==> src/rtl/mem_stage_sramlike_pkg.sv <==
// Shared constants and types for the MEM stage with split request/response data bus.
// ld_op is one-hot, MSB first: {ld_b, ld_bu, ld_h, ld_hu, ld_w, ld_wu, ld_d}.
package mem_stage_sramlike_pkg;

  localparam int LD_OP_W   = 7;
  localparam int LD_B      = 6;
  localparam int LD_BU     = 5;
  localparam int LD_H      = 4;
  localparam int LD_HU     = 3;
  localparam int LD_W      = 2;
  localparam int LD_WU     = 1;
  localparam int LD_D      = 0;

  localparam int EXC_W_DEF = 85;

  typedef enum logic [1:0] {
    S_EMPTY = 2'd0,
    S_WAIT  = 2'd1,
    S_HOLD  = 2'd2
  } slot_state_e;

endpackage

==> src/rtl/mem_stage_sramlike_if.sv <==
// Signal bundle around the MEM stage: EX offer, WB hand-off, data bus response, ID forwarding, flush.
// slave is the stage's own view; master is the surrounding pipeline's view.
interface mem_stage_sramlike_if
  import mem_stage_sramlike_pkg::*;
#(
  parameter int XLEN  = 32,
  parameter int EXC_W = EXC_W_DEF
);
  logic               es2ms_valid;
  logic               ms_allowin;
  logic               es2ms_mem_req;
  logic [LD_OP_W-1:0] es2ms_ld_op;
  logic               es2ms_res_from_mem;
  logic               es2ms_rf_we;
  logic [4:0]         es2ms_rf_waddr;
  logic [XLEN-1:0]    es2ms_result;
  logic [31:0]        es2ms_pc;
  logic [EXC_W-1:0]   es2ms_exc;
  logic               es_req_inflight;
  logic               data_sram_data_ok;
  logic [XLEN-1:0]    data_sram_rdata;
  logic               ws_allowin;
  logic               ms2ws_valid;
  logic [31:0]        ms2ws_pc;
  logic [XLEN-1:0]    ms2ws_result;
  logic [EXC_W-1:0]   ms2ws_exc;
  logic               ms2ws_rf_we;
  logic [4:0]         ms2ws_rf_waddr;
  logic               ms_fwd_we;
  logic [4:0]         ms_fwd_waddr;
  logic [XLEN-1:0]    ms_fwd_wdata;
  logic               ms_fwd_stall;
  logic               ms_ex;
  logic               wb_flush;
  logic               ms_drop_busy;

  modport slave (
    input  es2ms_valid, es2ms_mem_req, es2ms_ld_op, es2ms_res_from_mem, es2ms_rf_we,
           es2ms_rf_waddr, es2ms_result, es2ms_pc, es2ms_exc, es_req_inflight,
           data_sram_data_ok, data_sram_rdata, ws_allowin, wb_flush,
    output ms_allowin, ms2ws_valid, ms2ws_pc, ms2ws_result, ms2ws_exc, ms2ws_rf_we,
           ms2ws_rf_waddr, ms_fwd_we, ms_fwd_waddr, ms_fwd_wdata, ms_fwd_stall, ms_ex,
           ms_drop_busy
  );

  modport master (
    output es2ms_valid, es2ms_mem_req, es2ms_ld_op, es2ms_res_from_mem, es2ms_rf_we,
           es2ms_rf_waddr, es2ms_result, es2ms_pc, es2ms_exc, es_req_inflight,
           data_sram_data_ok, data_sram_rdata, ws_allowin, wb_flush,
    input  ms_allowin, ms2ws_valid, ms2ws_pc, ms2ws_result, ms2ws_exc, ms2ws_rf_we,
           ms2ws_rf_waddr, ms_fwd_we, ms_fwd_waddr, ms_fwd_wdata, ms_fwd_stall, ms_ex,
           ms_drop_busy
  );

endinterface

==> src/rtl/mem_stage_sramlike_load_extract.sv <==
// Load data alignment: shift the bus word down by the byte offset, then sign/zero extend.
module load_extract
  import mem_stage_sramlike_pkg::*;
#(
  parameter int XLEN  = 32,
  parameter int OFF_W = $clog2(XLEN / 8)
) (
  input  logic [LD_OP_W-1:0] ld_op,
  input  logic [OFF_W-1:0]   off,
  input  logic [XLEN-1:0]    rdata,
  output logic [XLEN-1:0]    data
);
  logic [XLEN-1:0] sh;

  always_comb begin
    sh   = rdata >> {off, 3'b000};
    data = sh;
    // Size casts on signed slices sign-extend; at XLEN=32 the word cases collapse to identity.
    if      (ld_op[LD_B])  data = XLEN'($signed(sh[7:0]));
    else if (ld_op[LD_BU]) data = XLEN'(sh[7:0]);
    else if (ld_op[LD_H])  data = XLEN'($signed(sh[15:0]));
    else if (ld_op[LD_HU]) data = XLEN'(sh[15:0]);
    else if (ld_op[LD_W])  data = XLEN'($signed(sh[31:0]));
    else if (ld_op[LD_WU]) data = XLEN'(sh[31:0]);
  end

endmodule

==> src/rtl/mem_stage_sramlike.sv <==
// MEM pipeline stage: one-instruction slot waiting on data_ok, load extraction, forwarding to ID,
// and a drop counter for bus responses still owed to flushed instructions.
//
// state   | meaning
// S_EMPTY | no instruction held
// S_WAIT  | request outstanding, response not yet seen
// S_HOLD  | response captured in rdata_buf, or no request owed
module mem_stage_sramlike
  import mem_stage_sramlike_pkg::*;
#(
  parameter int XLEN     = 32,
  parameter int EXC_W    = EXC_W_DEF,
  parameter int MAX_OUTS = 2
) (
  input logic                 clk,
  input logic                 reset,
  mem_stage_sramlike_if.slave bus
);
  localparam int OFF_W = $clog2(XLEN / 8);
  localparam int CNT_W = $clog2(MAX_OUTS + 1);

  slot_state_e        state, state_nx;
  logic [CNT_W-1:0]   drop_cnt, drop_nx;
  logic [CNT_W:0]     drop_sum;
  logic [31:0]        pc_q;
  logic [XLEN-1:0]    result_q, rdata_buf, ld_src, ld_data, res_out;
  logic [EXC_W-1:0]   exc_q;
  logic               rf_we_q, res_from_mem_q;
  logic [4:0]         waddr_q;
  logic [LD_OP_W-1:0] ld_op_q;
  logic               valid, ready_go, wait_hit, drop_now, owe_ms, allowin;
  logic               slot_load, buf_we;

  assign valid    = state != S_EMPTY;
  assign drop_now = bus.data_sram_data_ok && drop_cnt != '0;
  assign wait_hit = state == S_WAIT && bus.data_sram_data_ok && drop_cnt == '0;
  assign ready_go = state == S_HOLD || wait_hit;
  assign owe_ms   = state == S_WAIT && !wait_hit;
  assign allowin  = state == S_EMPTY || (ready_go && bus.ws_allowin);

  always_comb begin
    state_nx  = state;
    slot_load = 1'b0;
    buf_we    = 1'b0;
    if (bus.wb_flush) begin
      state_nx = S_EMPTY;
    end else if (allowin) begin
      if (bus.es2ms_valid) begin
        state_nx  = bus.es2ms_mem_req ? S_WAIT : S_HOLD;
        slot_load = 1'b1;
      end else begin
        state_nx  = S_EMPTY;
      end
    end else if (wait_hit) begin
      state_nx = S_HOLD;
      buf_we   = 1'b1;
    end
  end

  // A data_ok in the flush cycle either pays an older drop or satisfies this slot's own request.
  always_comb begin
    drop_sum = {1'b0, drop_cnt} + (CNT_W+1)'(owe_ms) + (CNT_W+1)'(bus.es_req_inflight)
               - (CNT_W+1)'(drop_now);
    drop_nx  = drop_cnt;
    if (bus.wb_flush) begin
      drop_nx = (drop_sum > (CNT_W+1)'(MAX_OUTS)) ? CNT_W'(MAX_OUTS) : drop_sum[CNT_W-1:0];
    end else if (drop_now) begin
      drop_nx = drop_cnt - 1'b1;
    end
  end

  always_ff @(posedge clk or posedge reset) begin
    if (reset) begin
      state    <= S_EMPTY;
      drop_cnt <= '0;
    end else begin
      state    <= state_nx;
      drop_cnt <= drop_nx;
    end
  end

  always_ff @(posedge clk or posedge reset) begin
    if (reset) begin
      pc_q           <= '0;
      result_q       <= '0;
      exc_q          <= '0;
      rf_we_q        <= 1'b0;
      res_from_mem_q <= 1'b0;
      waddr_q        <= '0;
      ld_op_q        <= '0;
      rdata_buf      <= '0;
    end else begin
      if (slot_load) begin
        pc_q           <= bus.es2ms_pc;
        result_q       <= bus.es2ms_result;
        exc_q          <= bus.es2ms_exc;
        rf_we_q        <= bus.es2ms_rf_we;
        res_from_mem_q <= bus.es2ms_res_from_mem;
        waddr_q        <= bus.es2ms_rf_waddr;
        ld_op_q        <= bus.es2ms_ld_op;
      end
      if (buf_we) rdata_buf <= bus.data_sram_rdata;
    end
  end

  assign ld_src = (state == S_HOLD) ? rdata_buf : bus.data_sram_rdata;

  load_extract #(.XLEN(XLEN)) u_load_extract (
    .ld_op (ld_op_q),
    .off   (result_q[OFF_W-1:0]),
    .rdata (ld_src),
    .data  (ld_data)
  );

  assign res_out = res_from_mem_q ? ld_data : result_q;

  assign bus.ms_allowin     = allowin;
  assign bus.ms2ws_valid    = valid && ready_go && !bus.wb_flush;
  assign bus.ms2ws_pc       = pc_q;
  assign bus.ms2ws_result   = res_out;
  assign bus.ms2ws_exc      = exc_q;
  assign bus.ms2ws_rf_we    = rf_we_q;
  assign bus.ms2ws_rf_waddr = waddr_q;
  assign bus.ms_fwd_we      = valid && rf_we_q;
  assign bus.ms_fwd_waddr   = waddr_q;
  assign bus.ms_fwd_wdata   = res_out;
  assign bus.ms_fwd_stall   = valid && res_from_mem_q && !ready_go;
  assign bus.ms_ex          = valid && (exc_q != '0);
  assign bus.ms_drop_busy   = drop_cnt != '0;

  // More owed responses than the counter can track means the bus protocol was broken upstream.
  assert property (@(posedge clk) disable iff (reset)
    !(bus.wb_flush && drop_sum > (CNT_W+1)'(MAX_OUTS)));

endmodule

==> src/flat_wrapper.sv <==
// flat-port wrapper written by rule: the top's interface ports become plain ports
module mem_stage_sramlike_flat import mem_stage_sramlike_pkg::*;
#(
  parameter int XLEN     = 32,
  parameter int EXC_W    = EXC_W_DEF,
  parameter int MAX_OUTS = 2
)
  (clk, reset, bus_es2ms_valid, bus_es2ms_mem_req, bus_es2ms_ld_op, bus_es2ms_res_from_mem, bus_es2ms_rf_we, bus_es2ms_rf_waddr, bus_es2ms_result, bus_es2ms_pc, bus_es2ms_exc, bus_es_req_inflight, bus_data_sram_data_ok, bus_data_sram_rdata, bus_ws_allowin, bus_wb_flush, bus_ms_allowin, bus_ms2ws_valid, bus_ms2ws_pc, bus_ms2ws_result, bus_ms2ws_exc, bus_ms2ws_rf_we, bus_ms2ws_rf_waddr, bus_ms_fwd_we, bus_ms_fwd_waddr, bus_ms_fwd_wdata, bus_ms_fwd_stall, bus_ms_ex, bus_ms_drop_busy);
  mem_stage_sramlike_if #(.XLEN(XLEN), .EXC_W(EXC_W)) bus_i ();
  input logic clk;
  input logic reset;
  input wire logic [$bits(bus_i.es2ms_valid)-1:0] bus_es2ms_valid;
  input wire logic [$bits(bus_i.es2ms_mem_req)-1:0] bus_es2ms_mem_req;
  input wire logic [$bits(bus_i.es2ms_ld_op)-1:0] bus_es2ms_ld_op;
  input wire logic [$bits(bus_i.es2ms_res_from_mem)-1:0] bus_es2ms_res_from_mem;
  input wire logic [$bits(bus_i.es2ms_rf_we)-1:0] bus_es2ms_rf_we;
  input wire logic [$bits(bus_i.es2ms_rf_waddr)-1:0] bus_es2ms_rf_waddr;
  input wire logic [$bits(bus_i.es2ms_result)-1:0] bus_es2ms_result;
  input wire logic [$bits(bus_i.es2ms_pc)-1:0] bus_es2ms_pc;
  input wire logic [$bits(bus_i.es2ms_exc)-1:0] bus_es2ms_exc;
  input wire logic [$bits(bus_i.es_req_inflight)-1:0] bus_es_req_inflight;
  input wire logic [$bits(bus_i.data_sram_data_ok)-1:0] bus_data_sram_data_ok;
  input wire logic [$bits(bus_i.data_sram_rdata)-1:0] bus_data_sram_rdata;
  input wire logic [$bits(bus_i.ws_allowin)-1:0] bus_ws_allowin;
  input wire logic [$bits(bus_i.wb_flush)-1:0] bus_wb_flush;
  output wire logic [$bits(bus_i.ms_allowin)-1:0] bus_ms_allowin;
  output wire logic [$bits(bus_i.ms2ws_valid)-1:0] bus_ms2ws_valid;
  output wire logic [$bits(bus_i.ms2ws_pc)-1:0] bus_ms2ws_pc;
  output wire logic [$bits(bus_i.ms2ws_result)-1:0] bus_ms2ws_result;
  output wire logic [$bits(bus_i.ms2ws_exc)-1:0] bus_ms2ws_exc;
  output wire logic [$bits(bus_i.ms2ws_rf_we)-1:0] bus_ms2ws_rf_we;
  output wire logic [$bits(bus_i.ms2ws_rf_waddr)-1:0] bus_ms2ws_rf_waddr;
  output wire logic [$bits(bus_i.ms_fwd_we)-1:0] bus_ms_fwd_we;
  output wire logic [$bits(bus_i.ms_fwd_waddr)-1:0] bus_ms_fwd_waddr;
  output wire logic [$bits(bus_i.ms_fwd_wdata)-1:0] bus_ms_fwd_wdata;
  output wire logic [$bits(bus_i.ms_fwd_stall)-1:0] bus_ms_fwd_stall;
  output wire logic [$bits(bus_i.ms_ex)-1:0] bus_ms_ex;
  output wire logic [$bits(bus_i.ms_drop_busy)-1:0] bus_ms_drop_busy;
  assign bus_i.es2ms_valid = bus_es2ms_valid;
  assign bus_i.es2ms_mem_req = bus_es2ms_mem_req;
  assign bus_i.es2ms_ld_op = bus_es2ms_ld_op;
  assign bus_i.es2ms_res_from_mem = bus_es2ms_res_from_mem;
  assign bus_i.es2ms_rf_we = bus_es2ms_rf_we;
  assign bus_i.es2ms_rf_waddr = bus_es2ms_rf_waddr;
  assign bus_i.es2ms_result = bus_es2ms_result;
  assign bus_i.es2ms_pc = bus_es2ms_pc;
  assign bus_i.es2ms_exc = bus_es2ms_exc;
  assign bus_i.es_req_inflight = bus_es_req_inflight;
  assign bus_i.data_sram_data_ok = bus_data_sram_data_ok;
  assign bus_i.data_sram_rdata = bus_data_sram_rdata;
  assign bus_i.ws_allowin = bus_ws_allowin;
  assign bus_i.wb_flush = bus_wb_flush;
  assign bus_ms_allowin = bus_i.ms_allowin;
  assign bus_ms2ws_valid = bus_i.ms2ws_valid;
  assign bus_ms2ws_pc = bus_i.ms2ws_pc;
  assign bus_ms2ws_result = bus_i.ms2ws_result;
  assign bus_ms2ws_exc = bus_i.ms2ws_exc;
  assign bus_ms2ws_rf_we = bus_i.ms2ws_rf_we;
  assign bus_ms2ws_rf_waddr = bus_i.ms2ws_rf_waddr;
  assign bus_ms_fwd_we = bus_i.ms_fwd_we;
  assign bus_ms_fwd_waddr = bus_i.ms_fwd_waddr;
  assign bus_ms_fwd_wdata = bus_i.ms_fwd_wdata;
  assign bus_ms_fwd_stall = bus_i.ms_fwd_stall;
  assign bus_ms_ex = bus_i.ms_ex;
  assign bus_ms_drop_busy = bus_i.ms_drop_busy;
  mem_stage_sramlike #(.XLEN(XLEN), .EXC_W(EXC_W), .MAX_OUTS(MAX_OUTS)) u_core (.clk(clk), .reset(reset), .bus(bus_i));
endmodule
==> config.mk <==
export PLATFORM = sky130hd
export DESIGN_NAME = mem_stage_sramlike_flat
export DESIGN_NICKNAME = d
export VERILOG_FILES = /design/src/rtl/mem_stage_sramlike_pkg.sv /design/src/rtl/mem_stage_sramlike_if.sv /design/src/rtl/mem_stage_sramlike_load_extract.sv /design/src/rtl/mem_stage_sramlike.sv /design/src/flat_wrapper.sv
export SDC_FILE = /design/constraint.sdc
export NUM_CORES = 1
export LEC_CHECK = 0
export BUFFER_PORTS_ARGS = -buffer_cell sky130_fd_sc_hd__buf_2
export CAP_MARGIN = 20
export CORE_ASPECT_RATIO = 0.7
export CORE_MARGIN = 3
export CORE_UTILIZATION = 35
export CTS_CLUSTER_SIZE = 20
export DETAILED_ROUTE_END_ITERATION = 8
export PLACE_DENSITY = 0.63
export SYNTH_ARGS = -nofsm -noshare
export SYNTH_HDL_FRONTEND = slang
export SYNTH_SLANG_ARGS = --single-unit
==> constraint.sdc <==
create_clock -name clk -period 5.6 [get_ports clk]
set_clock_uncertainty 0.2 [all_clocks]
set_input_delay 0.56 -clock clk [delete_from_list [all_inputs] [get_ports clk]]
set_output_delay 0.56 -clock clk [all_outputs]
set_load 0.01 [all_outputs]
==> metrics.md <==
| Metric | Value |
|---|---|
| Outcome | completed |
| # resized after CTS | 0 |
| Crit path launch type | register |
| Die area | 29400 µm² |
| Pre-antenna DRT Iters | 4 |
| Setup TNS Final | 0 ns |
| Max-slew violations | 0 |
| Placed cell count | approximately 1400 |
| Final setup vio count | 0 |
| Setup slack, reg-to-reg | roughly 2.7 ns |
| Io pins | 401 |
| Top FF cell, synth | dfrtp_1 |
| Final period demand of the worst path | roughly 3.9 ns |
| Number of library cell types mapped by synthesis | 39 |
| Worst path top cell family by delay | buffers and inverters |
| Residual DRC | 0 |
| Routed WL per cell | 19.8 µm |
| Critical-path maximum fanout | 35 |
| Slew @ Worst Pin | 0.936 ns |
| YS warnings | 0 |
| Clock latency on the worst-skew pair | 0.43 ns |
| Req. time, crit path | 4.84 ns |
| Die H | 144 µm |
| Row cnt | 49 |
| Fraction of registers with async set/reset | 100% |
| Period Utilization, post-route | 69.6% |
| CTS tree | done |
| Global-route wire length before repair | 42.2 mm |
| Register area share after synthesis | 51.2% |
| Area of the multi-input gates | 4050 µm² |
| FILL cells | 2480 |
| Total number of vias | slightly above 7000 |
| Syn Area/Cell | between 10 and 15 µm² |
| Commonest non-fill, non-tap cell in the layout | buf_2 |
| Crit path cell chain | nand2b_2 > buf_4 > mux4_1 > nor2b_1 > o21ai_0 > a21oi_1 > buf_2 |
| MaxCap Viol Count | 0 |
| Die Width | 204 µm |
| Synthesized instance count | between 700 and 800 |
| Seq cells post-synth | just under 200 |
| Slew HR | between 30% and 40% |
| Final hold vios | 0 |
| Register Area | 4900 µm² |
| Largest net degree at the start of global routing | 111 |
| Area grow syn2layout | 26.7% |
| GRT overflow | 0 |
| Pwr/cell area | 411 nW/µm² |
| FF-to-FF End | u_core.drop_cnt[0] |
| Detailed Place HPWL | between 20 and 25 mm |
| Post-synth EDFFs | 0 |
| CP Capture Type | output port |
| Clock transition at the registers of the reported paths | ~0.070 ns |
| R2R depth | 12 |
| Lkg Pwr | between 5 and 6 nW |
| Min-Delay Path Class | in -> async |
| Syn Nets | 933 |
| ANT nets after route | 0 |
| Critical setup path kind | reg -> out |
| Aggregate global-route resource usage | 18.7% |
| Slowest cell on crit path | mux4_1 |
| Total clock sinks | 196 |
| Peak supply drop | approximately 0.19 mV |
| Num CTS Buffers | 17 |
| Max Root-Sink Buffers | 2 |
| Setup Buffers After CTS | 0 |
| CORE AREA | 26300 µm² |
| Placer's final routability congestion estimate | around 0.77 |
| Initial drt markers | 245 |
| Syn Std Cell Area | 9580 µm² |
| Vias in the first global route | 7273 |
| Buf/Inv on CP | 2 |
| H-tree levels | 4 |
| Slowest stage delay, CP | between 0.6 and 0.7 ns |
| Setup repair after global routing missed its margin | no |
| Most frequent cells in the layout | buf_2, mux2_2, dfrtp_1 |
| Final std cells w/o fill | 1441 |
| Port Buf Inserts | 397 |
| Share of cells above drive strength 1 | 60.7% |
| CTS Hold Buffers Added | 0 |
| Via/cell ratio | 5.02 |
| Drt total wl | ~29 mm |
| Initial antenna violation count | 8 |
| Fmax | 257 MHz |
| Final net count | 1277 |
| Arrival time at the worst endpoint | around 3.1 ns |
| CTS Root Cell | clkbuf_16 |
| Reg2reg start | u_core.drop_cnt[0] |
| Initial Utilization | 36.4% |
-- where the power goes --
group,total [W],internal (W),leakage [nW],switching (W)
Sequential,0.00200,0.00175,2.36,0.000247
Clock,0.00125,0.000655,0.287,0.000592
Combinational,0.00174,0.000822,3.18,0.000918
Total,0.00498,0.00323,5.83,0.00176
-- cell type report --
cell class | count | share of cell area (%)
Antenna cell | 1 | 0.0206
Clock buffer | 19 | 3.73
Clock inverter | 13 | 1.12
Inverter | 11 | 0.371
Multi-Input combinational cell | 436 | 33.4
Sequential cell | 196 | 40.4
Tap cell | 357 | 3.68
Timing Repair Buffer | 408 | 17.3
-- flip-flops by register name (all words and copies together), names as in the netlist --
register                   cells
u_core.res_from_mem_q          1
u_core.ld_op_q                 4
u_core.bus.ms2ws_rf_we         1
u_core.drop_cnt                2
u_core.result_q               32
u_core.bus.ms2ws_exc          85
u_core.rdata_buf              32
u_core.bus.ms2ws_pc           32
u_core.bus.ms2ws_rf_waddr      5
u_core.state                   2
-- through the flow --
step	instance area [µm²]	util, %	worst slack, ns	total power [W]	hold WS (ns)
6_report	12100	46.1	1.70	0.00498	0.107
5_1_grt	12100	46.1	1.49	0.00528	0.117
2_1_floorplan	9580	-	2.31	0.00317	0.275
4_1_cts	12100	46.1	1.68	0.00505	0.110
3_3_place_gp	11500	43.9	2.20	0.00374	0.283
3_5_place_dp	11500	43.9	2.17	0.00378	0.288
-- worst max path at each step --
stage               cells after the start  slack [ns]                       to            start
global route                            7        1.49     bus_ms2ws_result[14]  u_core.state[0]
global placement                        7        2.20     bus_ms2ws_result[14]  u_core.state[0]
detailed placement                      7        2.17     bus_ms2ws_result[14]  u_core.state[0]
floorplan                               1        2.31  u_core.bus.ms2ws_exc[0]            reset
CTS                                     7        1.68     bus_ms2ws_result[14]  u_core.state[0]
finish                                  7        1.70     bus_ms2ws_result[14]  u_core.state[0]
-- Yosys cell counts (2+ instances only) --
cell | instances | area (µm²)
a21oi_1 | 42 | 210
buf_2 | 15 | 75.1
buf_4 | 39 | 293
buf_6 | 14 | 158
clkbuf_1 | 15 | 56.3
clkinv_1 | 2 | 7.51
dfrtp_1 | 196 | 4900
fa_1 | 2 | 40.0
ha_1 | 2 | 25.0
inv_1 | 9 | 33.8
mux2_2 | 199 | 2240
mux2i_1 | 11 | 110
mux4_1 | 8 | 210
mux4_2 | 14 | 315
nand2_1 | 9 | 33.8
nand2b_1 | 2 | 12.5
nand4_1 | 5 | 31.3
nor2_1 | 44 | 165
nor2b_1 | 12 | 75.1
nor3_1 | 6 | 30.0
nor4_1 | 21 | 131
o21ai_0 | 24 | 120
o22ai_1 | 5 | 31.3
o32ai_1 | 15 | 131
-- kinds of logic after synthesis --
family                     count (synthesis)  share of synthesized area [%]
muxes                                    233                           30.2
AOI/OAI and AO/OA                         94                           5.96
xor gates and xnor gates                   1                         0.0915
buffers and inverters                     94                           6.51
adders and majority gates                  4                          0.679
DFF                                      196                           51.2
and+or+nand+nor                          104                           5.40
-- routing by layer --
layer / global-route usage, % / share of wire, %
met5: 0 / 0.28
met2: 31.7 / 49
met1: 23.9 / 42
met3: 6.25 / 7.7
met4: 3.44 / 0.78
Note: power is estimated with default switching activity, not from simulation.
